[src/rtl/rf_access_ctrl_pkg.sv]
// Shared widths and sequencer state encoding for the register-file access controller.
package rf_access_ctrl_pkg;

    localparam int DATA_WIDTH = 32;
    localparam int ADDR_WIDTH = 5;

    typedef enum logic [2:0] {
        ST_IDLE = 3'd0,
        ST_WR   = 3'd1,
        ST_RD   = 3'd2,
        ST_CAP  = 3'd3,
        ST_OUT  = 3'd4
    } state_t;

endpackage

[src/rtl/rf_wb_fifo.sv]
// Writeback buffer: circular FIFO of (address, data) pairs draining in arrival order.
// With RF_BYPASS_EN it also exposes every entry, ordered oldest to newest, for operand forwarding.
module rf_wb_fifo #(
    parameter int DATA_WIDTH = 32,
    parameter int ADDR_WIDTH = 5,
    parameter int WB_DEPTH   = 2
) (
    input  logic                                 clk,
    input  logic                                 rst,
    input  logic                                 push,
    input  logic [ADDR_WIDTH-1:0]                push_addr,
    input  logic [DATA_WIDTH-1:0]                push_data,
    input  logic                                 pop,
`ifdef RF_BYPASS_EN
    output logic [WB_DEPTH-1:0]                  entry_valid,
    output logic [WB_DEPTH-1:0][ADDR_WIDTH-1:0]  entry_addr,
    output logic [WB_DEPTH-1:0][DATA_WIDTH-1:0]  entry_data,
`endif
    output logic                                 full,
    output logic                                 empty,
    output logic [ADDR_WIDTH-1:0]                head_addr,
    output logic [DATA_WIDTH-1:0]                head_data
);

    localparam int PW = $clog2(WB_DEPTH);
    localparam int CW = PW + 1;
    localparam logic [PW:0] DEPTH_CNT = CW'(WB_DEPTH);

    logic [ADDR_WIDTH-1:0] addr_mem [WB_DEPTH];
    logic [DATA_WIDTH-1:0] data_mem [WB_DEPTH];
    logic [PW:0]           wr_ptr_reg;
    logic [PW:0]           rd_ptr_reg;
    logic [PW:0]           count;
    logic                  do_push;
    logic                  do_pop;

    // Pointers carry one extra wrap bit so full and empty are distinguishable.
    assign count   = wr_ptr_reg - rd_ptr_reg;
    assign full    = (count == DEPTH_CNT);
    assign empty   = (count == '0);
    assign do_pop  = pop && !empty;
    assign do_push = push && (!full || do_pop);

    always_ff @(posedge clk or posedge rst) begin
        if (rst) begin
            wr_ptr_reg <= '0;
            rd_ptr_reg <= '0;
        end else begin
            if (do_push) wr_ptr_reg <= wr_ptr_reg + 1'b1;
            if (do_pop)  rd_ptr_reg <= rd_ptr_reg + 1'b1;
        end
    end

    always_ff @(posedge clk) begin
        if (do_push) begin
            addr_mem[wr_ptr_reg[PW-1:0]] <= push_addr;
            data_mem[wr_ptr_reg[PW-1:0]] <= push_data;
        end
    end

    assign head_addr = addr_mem[rd_ptr_reg[PW-1:0]];
    assign head_data = data_mem[rd_ptr_reg[PW-1:0]];

`ifdef RF_BYPASS_EN
    generate
        for (genvar gi = 0; gi < WB_DEPTH; gi++) begin : g_view
            logic [PW-1:0] idx;
            assign idx             = rd_ptr_reg[PW-1:0] + PW'(gi);
            assign entry_valid[gi] = (CW'(gi) < count);
            assign entry_addr[gi]  = addr_mem[idx];
            assign entry_data[gi]  = data_mem[idx];
        end
    endgenerate
`endif

endmodule

[src/rtl/rf_access_ctrl.sv]
// Register-file access sequencer: buffers writebacks, serialises RF strobes, returns operand pairs.
// Define RF_BYPASS_EN for read-priority scheduling with forwarding from buffered writebacks.
module rf_access_ctrl #(
    parameter int DATA_WIDTH = rf_access_ctrl_pkg::DATA_WIDTH,
    parameter int ADDR_WIDTH = rf_access_ctrl_pkg::ADDR_WIDTH,
    parameter int WB_DEPTH   = 2
) (
    input  logic                  CLK,
    input  logic                  RST,
    input  logic                  RQ_VALID,
    output logic                  RQ_READY,
    input  logic [ADDR_WIDTH-1:0] RQ_ADDR1,
    input  logic [ADDR_WIDTH-1:0] RQ_ADDR2,
    output logic                  OP_VALID,
    input  logic                  OP_READY,
    output logic [DATA_WIDTH-1:0] OP_DATA1,
    output logic [DATA_WIDTH-1:0] OP_DATA2,
    input  logic                  WB_VALID,
    output logic                  WB_READY,
    input  logic [ADDR_WIDTH-1:0] WB_ADDR,
    input  logic [DATA_WIDTH-1:0] WB_DATA,
    output logic [ADDR_WIDTH-1:0] RF_ADDR_R1,
    output logic [ADDR_WIDTH-1:0] RF_ADDR_R2,
    output logic                  RF_READ,
    input  logic [DATA_WIDTH-1:0] RF_DATA_R1,
    input  logic [DATA_WIDTH-1:0] RF_DATA_R2,
    output logic [ADDR_WIDTH-1:0] RF_ADDR_W,
    output logic [DATA_WIDTH-1:0] RF_DATA_W,
    output logic                  RF_WRITE
);

    import rf_access_ctrl_pkg::*;

    state_t                state_reg;
    logic [ADDR_WIDTH-1:0] addr1_reg;
    logic [ADDR_WIDTH-1:0] addr2_reg;
    logic [DATA_WIDTH-1:0] op_data1_reg;
    logic [DATA_WIDTH-1:0] op_data2_reg;
    logic [DATA_WIDTH-1:0] cap_data1;
    logic [DATA_WIDTH-1:0] cap_data2;

    logic                  fifo_push;
    logic                  fifo_pop;
    logic                  fifo_full;
    logic                  fifo_empty;
    logic [ADDR_WIDTH-1:0] head_addr;
    logic [DATA_WIDTH-1:0] head_data;
`ifdef RF_BYPASS_EN
    logic [WB_DEPTH-1:0]                 entry_valid;
    logic [WB_DEPTH-1:0][ADDR_WIDTH-1:0] entry_addr;
    logic [WB_DEPTH-1:0][DATA_WIDTH-1:0] entry_data;
`endif

    // r0 is hard-wired zero: the handshake completes but nothing is buffered.
    assign WB_READY  = !fifo_full;
    assign fifo_push = WB_VALID && WB_READY && (WB_ADDR != '0);
    assign fifo_pop  = (state_reg == ST_WR);

    rf_wb_fifo #(
        .DATA_WIDTH (DATA_WIDTH),
        .ADDR_WIDTH (ADDR_WIDTH),
        .WB_DEPTH   (WB_DEPTH)
    ) u_wb_fifo (
        .clk         (CLK),
        .rst         (RST),
        .push        (fifo_push),
        .push_addr   (WB_ADDR),
        .push_data   (WB_DATA),
        .pop         (fifo_pop),
`ifdef RF_BYPASS_EN
        .entry_valid (entry_valid),
        .entry_addr  (entry_addr),
        .entry_data  (entry_data),
`endif
        .full        (fifo_full),
        .empty       (fifo_empty),
        .head_addr   (head_addr),
        .head_data   (head_data)
    );

`ifdef RF_BYPASS_EN
    assign RQ_READY = (state_reg == ST_IDLE) && !fifo_full;
`else
    assign RQ_READY = (state_reg == ST_IDLE) && fifo_empty;
`endif

    // Operand capture source; later (newer) matches override older ones.
    always_comb begin
        cap_data1 = RF_DATA_R1;
        cap_data2 = RF_DATA_R2;
`ifdef RF_BYPASS_EN
        for (int k = 0; k < WB_DEPTH; k++) begin
            if (entry_valid[k] && (entry_addr[k] != '0) && (entry_addr[k] == addr1_reg))
                cap_data1 = entry_data[k];
            if (entry_valid[k] && (entry_addr[k] != '0) && (entry_addr[k] == addr2_reg))
                cap_data2 = entry_data[k];
        end
        if (fifo_push && (WB_ADDR == addr1_reg)) cap_data1 = WB_DATA;
        if (fifo_push && (WB_ADDR == addr2_reg)) cap_data2 = WB_DATA;
`endif
    end

    always_ff @(posedge CLK or posedge RST) begin
        if (RST) begin
            state_reg    <= ST_IDLE;
            addr1_reg    <= '0;
            addr2_reg    <= '0;
            op_data1_reg <= '0;
            op_data2_reg <= '0;
        end else begin
            case (state_reg)
                ST_IDLE: begin
`ifdef RF_BYPASS_EN
                    if (fifo_full) begin
                        state_reg <= ST_WR;
                    end else if (RQ_VALID) begin
                        state_reg <= ST_RD;
                        addr1_reg <= RQ_ADDR1;
                        addr2_reg <= RQ_ADDR2;
                    end else if (!fifo_empty) begin
                        state_reg <= ST_WR;
                    end
`else
                    if (!fifo_empty) begin
                        state_reg <= ST_WR;
                    end else if (RQ_VALID) begin
                        state_reg <= ST_RD;
                        addr1_reg <= RQ_ADDR1;
                        addr2_reg <= RQ_ADDR2;
                    end
`endif
                end
                ST_WR:  state_reg <= ST_IDLE;
                ST_RD:  state_reg <= ST_CAP;
                ST_CAP: begin
                    op_data1_reg <= cap_data1;
                    op_data2_reg <= cap_data2;
                    state_reg    <= ST_OUT;
                end
                ST_OUT: if (OP_READY) state_reg <= ST_IDLE;
                default: state_reg <= ST_IDLE;
            endcase
        end
    end

    assign OP_VALID   = (state_reg == ST_OUT);
    assign OP_DATA1   = op_data1_reg;
    assign OP_DATA2   = op_data2_reg;
    assign RF_READ    = (state_reg == ST_RD);
    assign RF_ADDR_R1 = RF_READ ? addr1_reg : '0;
    assign RF_ADDR_R2 = RF_READ ? addr2_reg : '0;
    assign RF_WRITE   = (state_reg == ST_WR);
    assign RF_ADDR_W  = RF_WRITE ? head_addr : '0;
    assign RF_DATA_W  = RF_WRITE ? head_data : '0;

endmodule

[config.mk]
export PLATFORM = sky130hd
export DESIGN_NAME = rf_access_ctrl
export DESIGN_NICKNAME = d
export VERILOG_FILES = /design/src/rtl/rf_access_ctrl_pkg.sv /design/src/rtl/rf_wb_fifo.sv /design/src/rtl/rf_access_ctrl.sv
export SDC_FILE = /design/constraint.sdc
export NUM_CORES = 1
export LEC_CHECK = 0
export CORE_ASPECT_RATIO = 1.4
export CORE_MARGIN = 10
export CORE_UTILIZATION = 48
export CTS_CLUSTER_SIZE = 25
export DETAILED_ROUTE_END_ITERATION = 10
export HOLD_SLACK_MARGIN = 0.03
export PLACE_DENSITY = 0.81
export RECOVER_POWER = 25
export SLEW_MARGIN = 15
export SYNTH_ARGS = -nofsm -noshare
export SYNTH_HDL_FRONTEND = slang
export SYNTH_SLANG_ARGS = --single-unit
[constraint.sdc]
create_clock -name CLK -period 10.8 [get_ports CLK]
set_clock_uncertainty 0.05 [all_clocks]
set_input_delay 2.16 -clock CLK [delete_from_list [all_inputs] [get_ports CLK]]
set_output_delay 2.16 -clock CLK [all_outputs]
set_load 0.05 [all_outputs]
==> flow_summary.json <==
{
  "dominant_combinational_cell_family_by_area_after_synthesis": "multiplexers",
  "yosys_register_bits": 155,
  "rr_startpoint": "u_wb_fifo.rd_ptr_reg[0]",
  "floorplan.die.width_microns": 118,
  "holdCritPathClass": "reg -> reg",
  "die-area_sq_um": 18400,
  "report.final.slew_viol_count": 41,
  "setup_viol_count_final": 0,
  "leakagePower_nw": 3.89,
  "cts_hold_repair_buffers": 0,
  "timing.max_slew.rel_slack_pct": -90.0,
  "route.vias.total": 4005,
  "final_period_minus_worst_setup_slack_ns": 6.38,
  "ys_types": 37,
  "rows": 49,
  "ff2ff_path_depth": 4,
  "critPathCaptureType": "output port",
  "layout.nets": 731,
  "syn-cell-area_sq_um": 6390,
  "layout-drive-gt1-share_pct": 18.6,
  "hold_violations": 0,
  "start_util_pct": 49.4,
  "edff_count_synth": 74,
  "post_synth_fa_ha_maj_area_fraction_pct": 0,
  "chipHeight_microns": 157,
  "grt_max_degree": 66,
  "critPathRequiredTime_ns": 8.59,
  "rsz0062_at_grt": "false",
  "place.gp.congestion": 0.755,
  "power_per_cell_area_nw_per_um2": 379,
  "critical_path_peak_fanout": 40,
  "crit_arrival_ns": 4.17,
  "synthesis.yosys.warnings": 0,
  "wirelength_mm": 16.2,
  "clockRootBuffer": "sky130_fd_sc_hd__clkbuf_16",
  "cp.buffers_inverters": 2,
  "synth_simple_gate_area_share_pct": 5.72,
  "synth_async_sr_flop_share_pct": 52.3,
  "fill_cells": 856,
  "grt_usage_pct": 17.4,
  "crit_path_top_delay_cell": "sky130_fd_sc_hd__clkbuf_1",
  "cts_sinks": 155,
  "largest_reg_flops": 64,
  "grt_pass1_wl_mm": 25.1,
  "synth-compound-area-share_pct": 1.27,
  "routedWlPerCell_microns": 20.0,
  "buffer_ports.inserted": 231,
  "min_period_over_period_pct": 59.1,
  "worstSkewPairLatency_ns": 0.41,
  "routed_via_density": 4.96,
  "postCtsSetupBuffers": 0,
  "worstSetupStartpointType": "register",
  "timing.fmax_mhz": 157,
  "count_of_mapped_cells_out_of_synthesis": 380,
  "syn-mean-instance-area_sq_um": 16.8,
  "path_delay_family": "buffers and inverters",
  "initial_antenna_violation_count": 2,
  "synthesis.nets": 496,
  "gr-total-overflow": 0,
  "clkSlewWorstSetupHoldPaths_ns": 0.06,
  "tns_ns": 0,
  "hpwl_mm": 12.0,
  "cts_repair_resize_count": 0,
  "worst_slew_pin_slew_ns": 2.85,
  "drt_first_iter_violations": 164,
  "place_ws_ns": 6.17,
  "timing.max_cap.violations": 1,
  "clockBufferDepth": 2,
  "synth.mux.area_fraction_pct": 22.3,
  "rr_endpoint": "addr2_reg[4]",
  "timing.setup.critical_path_class": "reg -> out",
  "result_of_the_run": "finished, violations left",
  "vdd_drop_max_mv": 0.246,
  "timing.critical_path.to": "RF_ADDR_W[1]",
  "finalWorstSetupSlack_ns": 4.42,
  "floorplan.io_pins": 232,
  "worst_setup_path_startpoint": "u_wb_fifo.rd_ptr_reg[0]",
  "synthXorXnorAreaFrac_pct": 1.35,
  "cts_buffers": 17,
  "synth_flop_cell": "sky130_fd_sc_hd__dfrtp_1",
  "drt-pass1-iter-count": 4,
  "critical_path.max_stage_delay_ns": 2.01,
  "synth.yosys.seq_area_share_pct": 66.5,
  "reg2reg_setup_slack_ns": 7.15,
  "first_global_vias": 4549,
  "cts_max_level": 4,
  "synthToLayoutAreaGrowth_pct": 47.0,
  "final.hold.worst_slack_ns": 0.456,
  "drtAntennaViolNets": 0,
  "cts_tree": "done",
  "core_region_area_sq_um": 12900,
  "violated_checks": "capacitance limit, slew limit",
  "crit_chain": "clkbuf_1 -> mux2i_1 -> nor2_1 -> clkdlybuf4s50_1",
  "post-route-drc-count": 0,
  "critical_path_cell_count": 4
}
-- layout by cell type (no fill, tap or decap), types with 4 or more instances in the layout --
master,n
sky130_fd_sc_hd__clkbuf_16,17
sky130_fd_sc_hd__mux2_4,57
sky130_fd_sc_hd__dlygate4sd3_1,44
sky130_fd_sc_hd__dfrtp_1,80
sky130_fd_sc_hd__edfxtp_1,74
sky130_fd_sc_hd__inv_6,6
sky130_fd_sc_hd__inv_1,6
sky130_fd_sc_hd__nor2_1,40
sky130_fd_sc_hd__mux2_2,15
sky130_fd_sc_hd__and2_1,10
sky130_fd_sc_hd__mux2i_1,37
sky130_fd_sc_hd__clkdlybuf4s50_1,187
sky130_fd_sc_hd__nor3_1,4
-- cell type report --
class                           instances  area [sq um]  share of cell area (%)
Antenna cell                            2          5.00                  0.0533
Clock buffer                           17           425                    4.53
Clock inverter                         15           175                    1.86
Inverter                                7          27.5                   0.293
Multi-Input combinational cell        199          1950                    20.8
Sequential cell                       155          4250                    45.2
Tap cell                              178           223                    2.37
Timing Repair Buffer                  235          2340                    24.9
-- worst min-delay path by stage --
stage / cells after the start / startpoint / end
2_1_floorplan: 1 / addr1_reg[0] / addr1_reg[0]
3_3_place_gp: 1 / OP_DATA1[16] / OP_DATA1[16]
3_5_place_dp: 1 / addr2_reg[4] / addr2_reg[4]
4_1_cts: 1 / OP_DATA1[22] / OP_DATA1[22]
5_1_grt: 1 / OP_DATA1[22] / OP_DATA1[22]
6_report: 1 / OP_DATA1[14] / OP_DATA1[14]
-- through the flow --
step / total power, mW / cells / instance area, sq um / utilization [%]
detailed placement: 2.98 / 774 / 8810 / 68.1
floorplan: 2.38 / 380 / 6390 / -
finish: 3.56 / 808 / 9400 / 72.6
global placement: 2.94 / 774 / 8810 / 68.1
CTS: 3.60 / 806 / 9410 / 72.8
global route: 3.72 / 807 / 9390 / 72.6
-- where the power goes --
group	switching, mW	total [mW]	internal (mW)
logic	1.20	1.95	0.746
clock network	0.249	0.598	0.349
registers	0.137	1.01	0.877
-- cells by family after synthesis --
family,after synthesis
mux,111
flops,155
buf+inv,26
compound gates,11
xor+xnor,6
simple gates,71
-- worst register-to-register path: stages (launching register included) --
cell and delay, ns:
sky130_fd_sc_hd__dfrtp_2 0.36, sky130_fd_sc_hd__clkbuf_1 2.01, sky130_fd_sc_hd__xnor2_2 0.41, sky130_fd_sc_hd__nand3_4 0.36, sky130_fd_sc_hd__mux2_4 0.34
-- cells in the mapped netlist, drive strengths merged, types with 2 or more instances --
library cell | number | area [sq um]
mux2 | 74 | 1050
dfrtp | 81 | 2030
nor2 | 41 | 154
nor3 | 5 | 25.0
buf | 17 | 151
o2111ai | 2 | 17.5
clkbuf | 2 | 7.51
and2 | 10 | 62.6
nor2b | 2 | 12.5
a31oi | 3 | 18.8
nor3b | 2 | 15.0
edfxtp | 74 | 2220
nand3 | 3 | 27.5
mux2i | 37 | 370
xor2 | 2 | 25.0
xnor2 | 4 | 61.3
inv | 7 | 26.3
nand2 | 2 | 7.51
-- layer usage --
metal | part of all wire (%) | wire, microns | GRT usage [%]
met4 | 1.1 | 183 | 5.25
met1 | 38 | 6220 | 18.4
met3 | 11 | 1800 | 9.76
met2 | 49 | 7990 | 29.1
met5 | 0 | 0 | 0
(Power assumes the default switching activity.)
